`src/rtl/turfio_cout_parallel_gen.sv`:
```
// COUT nibble generator: streams 32-bit response words MSB-nibble first, one
// nibble per cout_ce_i, filling gaps with an idle word or the training pattern.
module turfio_cout_parallel_gen #(
  parameter logic [31:0] TRAIN_PATTERN = 32'hA55A6996,
  parameter logic [31:0] IDLE_WORD     = 32'h00000000
) (
  input  logic        aclk_i,
  input  logic        rst_i,
  input  logic        cout_ce_i,
  input  logic        train_i,
  input  logic [31:0] response_i,
  input  logic        response_valid_i,
  output logic        response_ready_o,
  output logic [3:0]  cout_o,
  output logic        cout_valid_o,
  output logic        word_start_o,
  output logic        overflow_o
);

  typedef enum logic [1:0] {KIND_IDLE, KIND_DATA, KIND_TRAIN} kind_t;

  logic [2:0]  nib_cnt;
  logic [31:0] sr;
  logic [31:0] hold;
  logic        hold_full;
  kind_t       kind;

  logic        boundary;
  logic        consume;
  logic [31:0] nxt_word;
  kind_t       nxt_kind;

  // Training wins at a boundary but leaves the held response in place.
  always_comb begin
    boundary = cout_ce_i && (nib_cnt == 3'd0);
    consume  = boundary && !train_i && hold_full;
    nxt_word = IDLE_WORD;
    nxt_kind = KIND_IDLE;
    if (train_i) begin
      nxt_word = TRAIN_PATTERN;
      nxt_kind = KIND_TRAIN;
    end else if (hold_full) begin
      nxt_word = hold;
      nxt_kind = KIND_DATA;
    end
  end

  always_ff @(posedge aclk_i) begin
    if (rst_i) begin
      nib_cnt          <= 3'd0;
      sr               <= 32'd0;
      hold             <= 32'd0;
      hold_full        <= 1'b0;
      kind             <= KIND_IDLE;
      cout_o           <= 4'd0;
      cout_valid_o     <= 1'b0;
      word_start_o     <= 1'b0;
      overflow_o       <= 1'b0;
      response_ready_o <= 1'b1;
    end else begin
      cout_valid_o <= cout_ce_i;
      word_start_o <= 1'b0;
      if (cout_ce_i) begin
        if (boundary) begin
          cout_o       <= nxt_word[31:28];
          sr           <= {nxt_word[27:0], 4'h0};
          kind         <= nxt_kind;
          word_start_o <= 1'b1;
        end else begin
          cout_o <= sr[31:28];
          sr     <= {sr[27:0], 4'h0};
        end
        nib_cnt <= nib_cnt + 3'd1;
      end
      // A consume frees the slot in the same edge, so a coincident valid is taken.
      if (response_valid_i && (!hold_full || consume)) begin
        hold             <= response_i;
        hold_full        <= 1'b1;
        response_ready_o <= 1'b0;
      end else if (consume) begin
        hold_full        <= 1'b0;
        response_ready_o <= 1'b1;
      end else if (response_valid_i) begin
        overflow_o <= 1'b1;
      end
    end
  end

endmodule
```
`config.mk`:
```
export PLATFORM = sky130hd
export DESIGN_NAME = turfio_cout_parallel_gen
export DESIGN_NICKNAME = d
export VERILOG_FILES = /design/src/rtl/turfio_cout_parallel_gen.sv
export SDC_FILE = /design/constraint.sdc
export NUM_CORES = 1
export LEC_CHECK = 0
export CELL_PAD_IN_SITES_DETAIL_PLACEMENT = 2
export CELL_PAD_IN_SITES_GLOBAL_PLACEMENT = 2
export CORE_MARGIN = 2
export CORE_UTILIZATION = 27
export CTS_CLUSTER_SIZE = 24
export DETAILED_ROUTE_END_ITERATION = 6
export HOLD_SLACK_MARGIN = 0.08
export PLACE_DENSITY_LB_ADDON = 0.2
export SLEW_MARGIN = 15
export SYNTH_ARGS = -nofsm -noshare
export SYNTH_HDL_FRONTEND = slang
export SYNTH_SLANG_ARGS = --single-unit
```
`constraint.sdc`:
```
create_clock -name aclk_i -period 1.4 [get_ports aclk_i]
set_input_delay 0.28 -clock aclk_i [delete_from_list [all_inputs] [get_ports aclk_i]]
set_output_delay 0.28 -clock aclk_i [all_outputs]
set_load 0.005 [all_outputs]
```
==> impl_metrics.ini <==
[global_route]
grt_pass1_wl_mm = 22.7
antenna_found_initial = 0
grt_start_max_net_pins = 77
grt_pass1_vias = 3979
grt_overflow = 0
grt_usage_pct = 19.9

[final_layout]
n_antenna_cell = 0
stdcell_count = 682
fin_nets = 536
synthToLayoutAreaGrowth_pct = 49.4
fill_cells = 1423
drive_gt1_share_pct = 28.5
finalInstanceArea_sq_um = 5700

[hold_path]
hold_class = input port to flip-flop

[sta]
hold_viol_final = 0
fin_crit_ps = 1520
setup_viol = 56
worstMarginPinSlew_ps = 364
rsz0062_at_grt = yes
drv_slew = 0
layout_setup_ws_ps = -124
min_period_over_period_pct = 109
fmax_ghz = 0.656
clock_skew_ps = 6.11
hold_ws_ps = 234
slew_headroom_pct = 75.8
fin_setup_tns_ps = -3530

[critical_path]
cp.arrival_ps = 1760
setup.worst_path.start_class = flip-flop
critPathMaxFanout = 11
end_kind = flip-flop
worstPathRequired_ps = 1630
worstSetupPathType = flip-flop to flip-flop

[clock_tree]
clk_latency_ps = 350
tritoncts = done
cts.sinks = 72
path_clk_slew_ps = 60
cts_buffers = 9
clock-root-buffer = clkbuf_16
htreeDepth = 3
clk_path_buf_depth = 2
ctsHoldBuffers = 0

[route]
drt_iter0_markers = 228
wl_met1_mm = 7.16
wirelength_mm = 14.5
ant_nets = 0
wl_met3_um = 340
vias = 3771
wl_met2_mm = 6.79
wl_per_cell_um = 21.3
drc = 0
post_drt_via_cell_ratio = 5.53
first_pass_iters = 4
highest_layer = met4

[synthesis]
synth_cell_types = 32
synth_cells = 456
yosys_register_bits = 72
avgSynthCellArea_sq_um = 8.36
yosys_warnings = 0
seq_area_frac_synth_pct = 37.8
synth.net_count = 495
syn_area_sq_um = 3810

[floorplanning]
die_x_um = 123
row_count = 43
coreArea_sq_um = 13800
start_util_pct = 27.6
dieArea_sq_um = 15100
ios = 45
die_h_um = 123

[placement]
postPlaceCellArea_sq_um = 4580
dp_cells = 653
dp_hpwl_mm = 8.38
gp_congestion = 0.752
io_buffer_count = 44

[status]
violations = negative setup slack
run_status = complete, but fails checks

[power_and_ir_drop]
p_per_area_nw_per_um2 = 1150
vdd_drop_max_mv = 0.472
p_leak_nw = 2.07

[job]
max_cap_violations = 0
## worst max-delay path, cell delays in order, from the launching register on
cell     delay [ps]
dfxtp_2         340
inv_2            40
ha_4            160
buf_6           130
and3b_2         270
buf_12          170
a32oi_2         210
nor2_1           70
## power breakdown
group	switching (mW)	internal (mW)	total (mW)
Sequential	0.149	2.23	2.38
Combinational	0.763	0.735	1.50
Clock	0.973	1.73	2.70
Total	1.89	4.69	6.58
## through the flow
step / total power, mW / util (%) / worst slack [ps]
after global routing: 6.87 / 41.2 / -181
after floorplan: 2.99 / - / 2.50
after CTS: 6.51 / 39.6 / -87.3
after global placement: 3.47 / 33.2 / -388
final: 6.58 / 41.2 / -124
after detailed placement: 3.51 / 33.2 / -419
## synth_stat cells
cell,n,area share (%)
nor2b_1,18,3.0
ha_1,2,0.66
clkbuf_1,28,2.8
buf_6,6,1.8
a32oi_1,2,0.46
nor3_1,14,1.8
a31oi_1,47,7.7
buf_1,2,0.20
inv_1,4,0.39
and3b_1,1,0.23
nand4bb_1,1,0.30
nand2_1,47,4.6
nor3b_1,32,6.3
nand3b_2,1,0.30
o21ai_0,1,0.13
o2bb2ai_1,2,0.46
buf_2,14,1.8
nor4_1,14,2.3
dfxtp_1,72,38
nand2b_1,1,0.16
xor2_1,1,0.23
clkinv_1,1,0.098
a21oi_1,32,4.2
nand4b_1,32,7.3
nor4bb_1,1,0.26
buf_4,8,1.6
o311ai_1,14,3.2
nor2_1,23,2.3
mux2i_1,2,0.52
xnor2_1,1,0.23
a21o_1,14,2.8
o311ai_0,18,4.1
## final timing paths
| path | startpoint | end | slack [ps] | cells after the start |
|---|---|---|---|---|
| worst min register to register | sr[14] | sr[14] | 490 | 2 |
| worst min-delay path | rst_i | response_ready_o | 230 | 3 |
| worst max register to register | nib_cnt[1] | sr[7] | -120 | 7 |
| worst max-delay path | nib_cnt[1] | sr[7] | -120 | 7 |
## registers in the layout, summed over array words and instances (netlist names)
name and cells:
overflow_o 1, hold_full 1, word_start_o 1, sr 28
cout_o 4, nib_cnt 3, response_ready_o 1, hold 32
cout_valid_o 1
## metal layers
layer,up-vias,GRT usage (%)
met5,-,0
met4,0,7.54
met3,14,2.37
met2,49,30.8
met1,1901,28.1
li1,1807,-
## layout by cell type, fill, tap and decap left out, types with 3 or more instances in the layout
cell type,n
a21o_1,14
a21oi_1,17
a21oi_2,15
a31oi_1,45
buf_12,16
buf_16,5
buf_4,15
buf_6,5
bufinv_16,3
clkbuf_16,11
clkdlybuf4s50_1,32
clkinv_2,4
dfxtp_1,70
dlygate4sd2_1,9
nand2_1,35
nand2_4,11
nand4b_1,32
nor2_1,23
nor2b_1,16
nor3_2,11
nor3b_1,32
nor4_1,12
o311ai_1,8
o311ai_2,21
o311ai_4,3
## cell families after synthesis
family                     count (synthesis)  synth area share [%]
adders and majority gates                  2                 0.656
buffers and inverters                     63                  8.63
DFF                                       72                  37.8
and+or+nand+nor                          185                  28.9
muxes                                      2                 0.525
AOI/OAI and AO/OA                        130                  23.1
xor gates and xnor gates                   2                 0.459
## layout make-up
class | count | area, sq um | share of cell area [%]
timing repair buffer | 88 | 1120 | 19.6
tap | 180 | 225 | 3.95
multi-input combinational | 321 | 2560 | 44.9
inverter | 5 | 18.8 | 0.329
sequential | 72 | 1440 | 25.3
clock inverter | 7 | 110 | 1.93
clock buffer | 9 | 225 | 3.95
## timing repair
action                                  4_1_cts  5_1_grt
resized for setup                            96       41
cloned                                        7        2
buffers inserted                              4        1
endpoints found under the setup margin       71       67
pin swaps                                    20       20
Power figures use the tool's default switching activity.
